**config.mk**
```make
export PLATFORM = sky130hd
export DESIGN_NAME = hit_scorer
export DESIGN_NICKNAME = d
export VERILOG_FILES = /design/src/rtl/hit_scorer_pkg.sv /design/src/rtl/hit_scorer_lane_judge.sv /design/src/rtl/hit_scorer.sv
export SDC_FILE = /design/constraint.sdc
export NUM_CORES = 1
export LEC_CHECK = 0
export BUFFER_PORTS_ARGS = -buffer_cell sky130_fd_sc_hd__clkbuf_2
export CAP_MARGIN = 20
export CORE_MARGIN = 1
export CORE_UTILIZATION = 44
export CTS_CLUSTER_DIAMETER = 100
export DETAILED_ROUTE_END_ITERATION = 10
export PLACE_DENSITY = 0.74
export SETUP_SLACK_MARGIN = 0.5
export SLEW_MARGIN = 10
export SYNTH_ARGS = -nofsm -noshare
export SYNTH_HDL_FRONTEND = slang
export SYNTH_SLANG_ARGS = --single-unit
```
**constraint.sdc**
```tcl
create_clock -name clk -period 1.9 [get_ports clk]
set_input_delay 0.095 -clock clk [delete_from_list [all_inputs] [get_ports clk]]
set_output_delay 0.095 -clock clk [all_outputs]
set_load 0.005 [all_outputs]
```
**src/rtl/hit_scorer_pkg.sv**
```systemverilog
// Shared types and constants for the hit scorer.
// Holds state encoding, level select codes and default thresholds.
package hit_scorer_pkg;

    typedef enum logic [1:0] {
        S_IDLE = 2'd0,
        S_PLAY = 2'd1,
        S_OVER = 2'd2
    } state_t;

    localparam logic [1:0] SEL_L1 = 2'b00;
    localparam logic [1:0] SEL_L2 = 2'b01;
    localparam logic [1:0] SEL_L3 = 2'b11;

    localparam int unsigned DEF_L2_THRESH  = 20;
    localparam int unsigned DEF_L3_THRESH  = 50;
    localparam int unsigned DEF_LIVES_INIT = 3;
    localparam int unsigned DEF_SCORE_MAX  = 999;

    // Level is a pure function of score, so it is monotonic within a game.
    function automatic logic [1:0] level_sel(
        input logic [9:0] s,
        input logic [9:0] t2,
        input logic [9:0] t3
    );
        if (s >= t3)      return SEL_L3;
        else if (s >= t2) return SEL_L2;
        else              return SEL_L1;
    endfunction

endpackage

```
**src/rtl/hit_scorer_lane_judge.sv**
```systemverilog
// Target register, press latch and per-window hit/miss decision.
// Exposes the decision combinationally for the counters and as registered pulses.
module lane_judge
    import hit_scorer_pkg::*;
(
    input  logic       clk,
    input  logic       resetn,
    input  logic       clear,
    input  logic       active,
    input  logic       tick,
    input  logic [3:0] zone,
    input  logic [3:0] press,
    output logic       hit_evt,
    output logic       miss_evt,
    output logic       hit,
    output logic       miss
);

    logic [3:0] target;
    logic [3:0] latch;
    logic       armed;
    logic [3:0] window;
    logic       judge;
    logic       match;
    logic       quiet;

    always_comb begin
        window   = latch | press;
        judge    = active && tick && armed;
        match    = (target != 4'd0) && (window == target);
        quiet    = (target == 4'd0) && (window == 4'd0);
        hit_evt  = judge && match;
        miss_evt = judge && !match && !quiet;
    end

    // armed stays low until the first tick of a game has captured a target.
    always_ff @(posedge clk) begin
        if (!resetn || clear) begin
            target <= 4'd0;
            latch  <= 4'd0;
            armed  <= 1'b0;
            hit    <= 1'b0;
            miss   <= 1'b0;
        end else begin
            hit  <= hit_evt;
            miss <= miss_evt;
            if (active) begin
                if (tick) begin
                    target <= zone;
                    latch  <= 4'd0;
                    armed  <= 1'b1;
                end else begin
                    latch <= latch | press;
                end
            end
        end
    end

endmodule

```
**src/rtl/hit_scorer.sv**
```systemverilog
// Rhythm-game scorer: game FSM, score/lives counters and level select.
// Lane judgement lives in lane_judge.
module hit_scorer
    import hit_scorer_pkg::*;
#(
    parameter int unsigned L2_THRESH  = DEF_L2_THRESH,
    parameter int unsigned L3_THRESH  = DEF_L3_THRESH,
    parameter int unsigned LIVES_INIT = DEF_LIVES_INIT,
    parameter int unsigned SCORE_MAX  = DEF_SCORE_MAX
) (
    input  logic        clk,
    input  logic        resetn,
    input  logic        start,
    input  logic        tick,
    input  logic [15:0] pattern,
    input  logic [3:0]  press,
    output logic [1:0]  select,
    output logic [9:0]  score,
    output logic [1:0]  lives,
    output logic        hit,
    output logic        miss,
    output logic        playing,
    output logic        game_over
);

    localparam logic [9:0] T2    = 10'(L2_THRESH);
    localparam logic [9:0] T3    = 10'(L3_THRESH);
    localparam logic [9:0] SMAX  = 10'(SCORE_MAX);
    localparam logic [1:0] LINIT = 2'(LIVES_INIT);

    state_t state;
    state_t state_nx;
    logic   active;
    logic   hit_evt;
    logic   miss_evt;
    logic   unused_bits;

    assign unused_bits = ^pattern[15:4];

    // start overrides any coincident tick.
    assign active = (state == S_PLAY) && !start;

    lane_judge u_judge (
        .clk      (clk),
        .resetn   (resetn),
        .clear    (start),
        .active   (active),
        .tick     (tick),
        .zone     (pattern[3:0]),
        .press    (press),
        .hit_evt  (hit_evt),
        .miss_evt (miss_evt),
        .hit      (hit),
        .miss     (miss)
    );

    always_ff @(posedge clk) begin
        if (!resetn) state <= S_IDLE;
        else         state <= state_nx;
    end

    always_comb begin
        state_nx = state;
        unique case (state)
            S_IDLE, S_OVER: if (start) state_nx = S_PLAY;
            S_PLAY: begin
                if (start)
                    state_nx = S_PLAY;
                else if (miss_evt && lives <= 2'd1)
                    state_nx = S_OVER;
            end
            default: state_nx = S_IDLE;
        endcase
    end

    always_comb begin
        playing   = (state == S_PLAY);
        game_over = (state == S_OVER);
    end

    always_ff @(posedge clk) begin
        if (!resetn || start) begin
            score <= 10'd0;
            lives <= LINIT;
        end else if (state == S_PLAY) begin
            if (hit_evt && score < SMAX)
                score <= score + 10'd1;
            if (miss_evt && lives != 2'd0)
                lives <= lives - 2'd1;
        end
    end

    always_comb select = level_sel(score, T2, T3);

endmodule

```
# Yosys cells after proc, flatten, opt, wreduce, memory -nomap -nowiden
# Cells that the tools add are included.
[totals] register_bits=25 input_bits=24 word_cells=53 output_inout_bits=18
[classes] n_addsub=2 muxes=7 n_reduce_logical=26 eq_ne=5 bitwise_logic=1 n_lt_le_gt_ge=4
[op_table] cell="$logic_and A1 B1 Y1" count=11
[op_table] cell="$add A10 B1 Y10 const B" count=1
[op_table] cell="$ge A10 B5 Y1 const B" count=1
[op_table] cell="$ge A10 B6 Y1 const B" count=1
[op_table] cell="$lt A10 B10 Y1 const B" count=1
[op_table] cell="$logic_not A4 Y1" count=2
[op_table] cell="$mux W2" count=4
[op_table] cell="$reduce_and A2 Y1" count=4
[op_table] cell="$eq A4 B4 Y1" count=1
[op_table] cell="$logic_not A1 Y1" count=4
[op_table] cell="$mux W4" count=1
[op_table] cell="$or A4 B4 Y4" count=1
[op_table] cell="$pmux W2 S2" count=1
[op_table] cell="$reduce_bool A4 Y1" count=1
[op_table] cell="$ne A3 B2 Y1 const B" count=1
[op_table] cell="$eq A2 B1 Y1 const B" count=1
[op_table] cell="$eq A2 B2 Y1 const B" count=1
[op_table] cell="$le A2 B1 Y1 const B" count=1
[op_table] cell="$logic_not A2 Y1" count=1
[op_table] cell="$ne A2 B2 Y1 const B" count=1
[op_table] cell="$reduce_bool A2 Y1" count=1
[op_table] cell="$reduce_or A2 Y1" count=1
[op_table] cell="$sub A2 B1 Y2 const B" count=1
[op_table] cell="$logic_or A1 B1 Y1" count=1
[op_table] cell="$mux W1" count=1

# Logic depth before layout (Yosys ltp)
[logic_depth] depth_word=10 ltp_mapped=7 mapped_depth_nobuf=6

# Cells and area by module
# Synthesis repeated with hierarchy kept, for this count alone.
[hier_totals] cells_unflattened=149 hier_area_um2=1297.5
[by_module_without_submodules] mod="hit_scorer" seq_area_each_um2=280.3 cells_each=92 n_inst=1 area_per_inst_um2=815.8
[by_module_without_submodules] mod="lane_judge" seq_area_each_um2=220.2 cells_each=57 n_inst=1 area_per_inst_um2=481.7

# Worst setup path before layout
# No wires, ideal clock.
[synth_path] path_type="flip-flop to flip-flop" startpoint="register state[1]" endpoint="register score[6]" period_less_slack_ps=1903 arrival_time_ps=1832 n_path_buf=2 required_time_ps=1829 slack_ps=-3 setup_time_ps=71 stages_incl_launch_ff=8 path_cell_list="dfxtp_1 -> and4bb_2 -> buf_6 -> nand2_1 -> or4_4 -> buf_6 -> or3_1 -> a21oi_1"
[synth_via] elab_chain_len=7
[synth_lines] element="start, declared" line="hit_scorer.sv:31" text="state_t state;"
[synth_lines] element="start signal, assigned" line="hit_scorer.sv:59" text="else state <= state_nx;"
[synth_lines] element="$eq A2 B1 Y1 *" line="hit_scorer.sv:41, hit_scorer.sv:85"
[synth_lines] element="$logic_and A1 B1 Y1" line="hit_scorer.sv:41" text="assign active = (state == S_PLAY) && !start;"
[synth_lines] element="$logic_and A1 B1 Y1 (2 in a row)" line="hit_scorer_lane_judge.sv:29" text="judge = active && tick && armed;"
[synth_lines] element="$logic_and A1 B1 Y1" line="hit_scorer_lane_judge.sv:32" text="hit_evt = judge && match;"
[synth_lines] element="$logic_and A1 B1 Y1" line="hit_scorer.sv:86" text="if (hit_evt && score < SMAX)"
[synth_lines] element="$reduce_and A2 Y1 (no source line) *"
[synth_lines] element="end signal, assigned" line="hit_scorer.sv:87" text="score <= score + 10'd1;"
[synth_lines] element="end, declared" line="hit_scorer.sv:18" text="output logic [9:0] score,"
# Mark *: on every way between the ends. The rest lies on a longest branch, timed or not.
# A chain may end at the register's enable or synchronous reset.

# Final worst setup path
[layout_path] startpoint="register u_judge.target[0]" endpoint="register score[6]"
[layout_via] elab_chain_len=5 word_cells_on_any_way=6 cone_classes="eq/ne: 1; reduce/logical: 5"
[layout_lines] element="start, declared" line="hit_scorer_lane_judge.sv:19" text="logic [3:0] target;"
[layout_lines] element="start signal, assigned" line="hit_scorer_lane_judge.sv:49" text="target <= zone;"
[layout_lines] element="$eq A4 B4 Y1 / $reduce_bool A4 Y1 (equally long branches)" line="hit_scorer_lane_judge.sv:30" text="match = (target != 4'd0) && (window == target);"
[layout_lines] element="$logic_and A1 B1 Y1 *" line="hit_scorer_lane_judge.sv:30"
[layout_lines] element="$logic_and A1 B1 Y1 *" line="hit_scorer_lane_judge.sv:32"
[layout_lines] element="$logic_and A1 B1 Y1 *" line="hit_scorer.sv:86"
[layout_lines] element="$reduce_and A2 Y1 (no source line) *"
# Marked as above.

==> impl_metrics.toml <==
[detailed_routing]
drt_iter0_drc = 56
detail_route.wl_per_cell_um = 14.9
detailroute.via_count = 1325
via_per_inst = 6.08
detailedRoute.firstPassIterationCount = 5
detail-route-antenna-nets = 0
number_of_remaining_drc_errors = 0
routed_wl_um = 3260

[status]
violated_checks = "hold timing"
status = "complete, but fails checks"

[synth]
ys_types = 31
synth.cells.most_frequent = "dfxtp_1, a21oi_1, nor2_1, o21ai_0"
yosys-top-cells-area = "dfxtp_1, a21oi_1, nor2_1"
post_synth.cell_area_avg_um2 = 8.30
async_flop_share_pct = 0
synth_largest_area_cell = "dfxtp_1"
synth_register_bits = 25
mappedNetlistArea_um2 = 1240
number_of_flops_mapped_to_enable_cells_by_yosys = 0
syn-instance-count = 149
post-synth-top-area-fraction_pct = 40.4
synth_top_flop_cell = "dfxtp_1"
postSynthNetCount = 177
ys_warn_count = 0
yosysSeqAreaShare_pct = 40.4
most_frequent_cell_after_synthesis = "dfxtp_1"

[clocking]
insertion_delay_of_the_later_clocked_pin_in_the_worst_skew_pair_ns = 0.32
clockRootBuffer = "clkbuf_4"
holdBufCountCts = 0
cts_inserted_buffers = 3
cts.path.max_buffers = 2
cts-htree-levels = 1
cts_tree = "yes"
worst_setup_hold_path_clk_slew_ns = 0.13
tritoncts_num_sinks = 25

[floorplanning]
floorplan.initialDensity_pct = 48.2
floorplan.die.height_um = 55.0
floorplan.die_area_um2 = 3030
die_w_um = 55.0
io_pins = 42
core_um2 = 2570
placementRows = 18

[critical_path]
r2r-start = "u_judge.target[0]$_SDFFE_PP0N_"
crit_type = "reg2reg"
critical_path_required_ns = 2.13
r2r_cell_count = 6
r2r_path_end = "score[6]$_SDFFE_PP0P_"
crit_path_end_kind = "register"
cp-start-kind = "register"
critical_path_peak_fanout = 6
timing.reg2reg.setup_slack_ns = 0.08
cp.arrival_ns = 2.05

[sta]
period_share_pct = 95.9
final_max_slew_viol_count = 0
setup_viol = 0
timing.hold.ws_ns = -0.00362
setup_tns_ns = 0
maximum_clock_skew_at_final_layout_ns = 0.000951
max_clock_freq_ghz = 0.549
hold_viol = 1
grt_setup_unrepaired = "true"
timing.max_slew.rel_slack_pct = 66.9
timing_worst_slew_pin_value_ns = 0.496
min_period_ns = 1.82

[layout]
final_layout_size_suffix_gt1_share_pct = 37.2
finish.utilization_pct = 64.0
fillCellCount = 213
antennaDiodeCount = 0
layout.area.seq_um2 = 517
layout-area-overhead-vs-synth_pct = 32.9
multi_input_area_um2 = 810
nets_final = 217

[flow_run]
maxCapViolations = 0

[pwr]
cellLeakagePower_nw = 0.693
irDropWorstVdd_mv = 0.411
cellPowerDensity_nw_per_um2 = 515

[place]
place.port_buffers = 29
gp_routability_congestion = 0.905
hpwl_um = 2070

[worst_hold_path]
hold_start = "pattern[3]"
hold-path-endpoint = "u_judge.target[3]$_SDFFE_PP0N_"
holdCritPathClass = "in2reg"
worst_hold_path.num_cells = 3

[global_route]
antenna_found_initial = 0
grt_max_degree = 16
grt.overflow.total = 0
grt_first_pass_wirelength_um = 5100
first_global_vias = 1180
groute.usage.overall_pct = 23.7
-- layout make-up --
| class | instances | area share [%] |
|---|---|---|
| multi-input cells | 114 | 49.2 |
| flip-flops and latches | 25 | 31.4 |
| repair buffers | 40 | 14.3 |
| well taps | 30 | 2.28 |
| clock buffers | 4 | 1.60 |
| inverters | 5 | 1.14 |
-- where the power goes --
group          switching, W  internal, W  leakage [nW]
combinational     0.0000405    0.0000315         0.471
clock              0.000160    0.0000823        0.0150
sequential       0.00000533     0.000526         0.207
total              0.000206     0.000640         0.693
-- metrics by stage --
step | setup WS (ns) | area (um^2) | hold WS, ns | instances | total power, W
after floorplan | 0.0303 | 1270 | 0.233 | 149 | 0.000577
after global placement | 0.0388 | 1440 | 0.332 | 206 | 0.000598
after detailed placement | -0.00653 | 1440 | 0.340 | 206 | 0.000601
after CTS | 0.0669 | 1610 | 0.00103 | 217 | 0.000843
after global routing | 0.00833 | 1640 | 0.0365 | 218 | 0.000871
final | 0.0770 | 1640 | -0.00362 | 218 | 0.000846
-- worst max-delay path, cell delays in order, from the launching register on --
cell	delay (ns)
dfxtp_4	0.39
nor3_2	0.21
o22ai_2	0.14
or4_4	0.55
buf_6	0.15
o21ai_0	0.20
a21oi_1	0.09
-- cells in the final DEF, fill, tap and decap left out, drive strengths merged, types with 3 or more instances in the layout --
master  instances
a21oi          17
and3            5
buf            11
clkbuf         33
dfxtp          25
ha              4
inv             5
mux2i           4
nand2           7
nand2b          4
nand3           3
nand4           6
nor2           17
nor3            5
nor4            5
o21a            3
o21ai          10
or3             7
or4             3
-- flip-flops by register name, indices dropped and copies added (netlist names) --
register	count
state	2
u_judge.miss	1
lives	2
u_judge.target	4
score	10
u_judge.armed	1
u_judge.hit	1
u_judge.latch	4
-- kinds of logic after synthesis --
family,count (synthesis),synth area share [%]
AOI/OAI and AO/OA,37,17.1
xor gates and xnor gates,1,0.708
adders and majority gates,4,4.04
buffers and inverters,11,4.55
DFF,25,40.4
muxes,4,3.24
and+or+nand+nor,67,29.9
-- metal layers --
metal  global-route usage [%]  share of wire [%]  up-vias
li1                         -                  -      630
met1                     29.2                 40      617
met2                     39.8                 51       68
met3                     2.73                6.8       10
met4                     12.9                2.1        0
met5                        0                  0        -
-- how the worst max path moves through the flow --
stage                                   startpoint                     to  slack, ns  depth (start not counted)
floorplan                    state[1]$_SDFFE_PN0P_  score[6]$_SDFFE_PP0P_       0.03                          7
global placement    u_judge.target[1]$_SDFFE_PP0N_  score[6]$_SDFFE_PP0P_       0.04                          5
detailed placement  u_judge.target[1]$_SDFFE_PP0N_  score[6]$_SDFFE_PP0P_     -0.007                          5
CTS                          state[1]$_SDFFE_PN0P_  score[7]$_SDFFE_PP0P_       0.07                          5
global route         u_judge.latch[2]$_SDFFE_PP0N_  score[7]$_SDFFE_PP0P_      0.008                          5
finish              u_judge.target[0]$_SDFFE_PP0N_  score[6]$_SDFFE_PP0P_       0.08                          6
-- repair_timing --
item                                    CTS  global route
pin swaps                                14             3
endpoints found under the setup margin   18            18
cloned                                    1             0
hold endpoints to repair                  0             0
buffers inserted                          6             1
resized for setup                        24             6
Power figures use the tool's default switching activity.
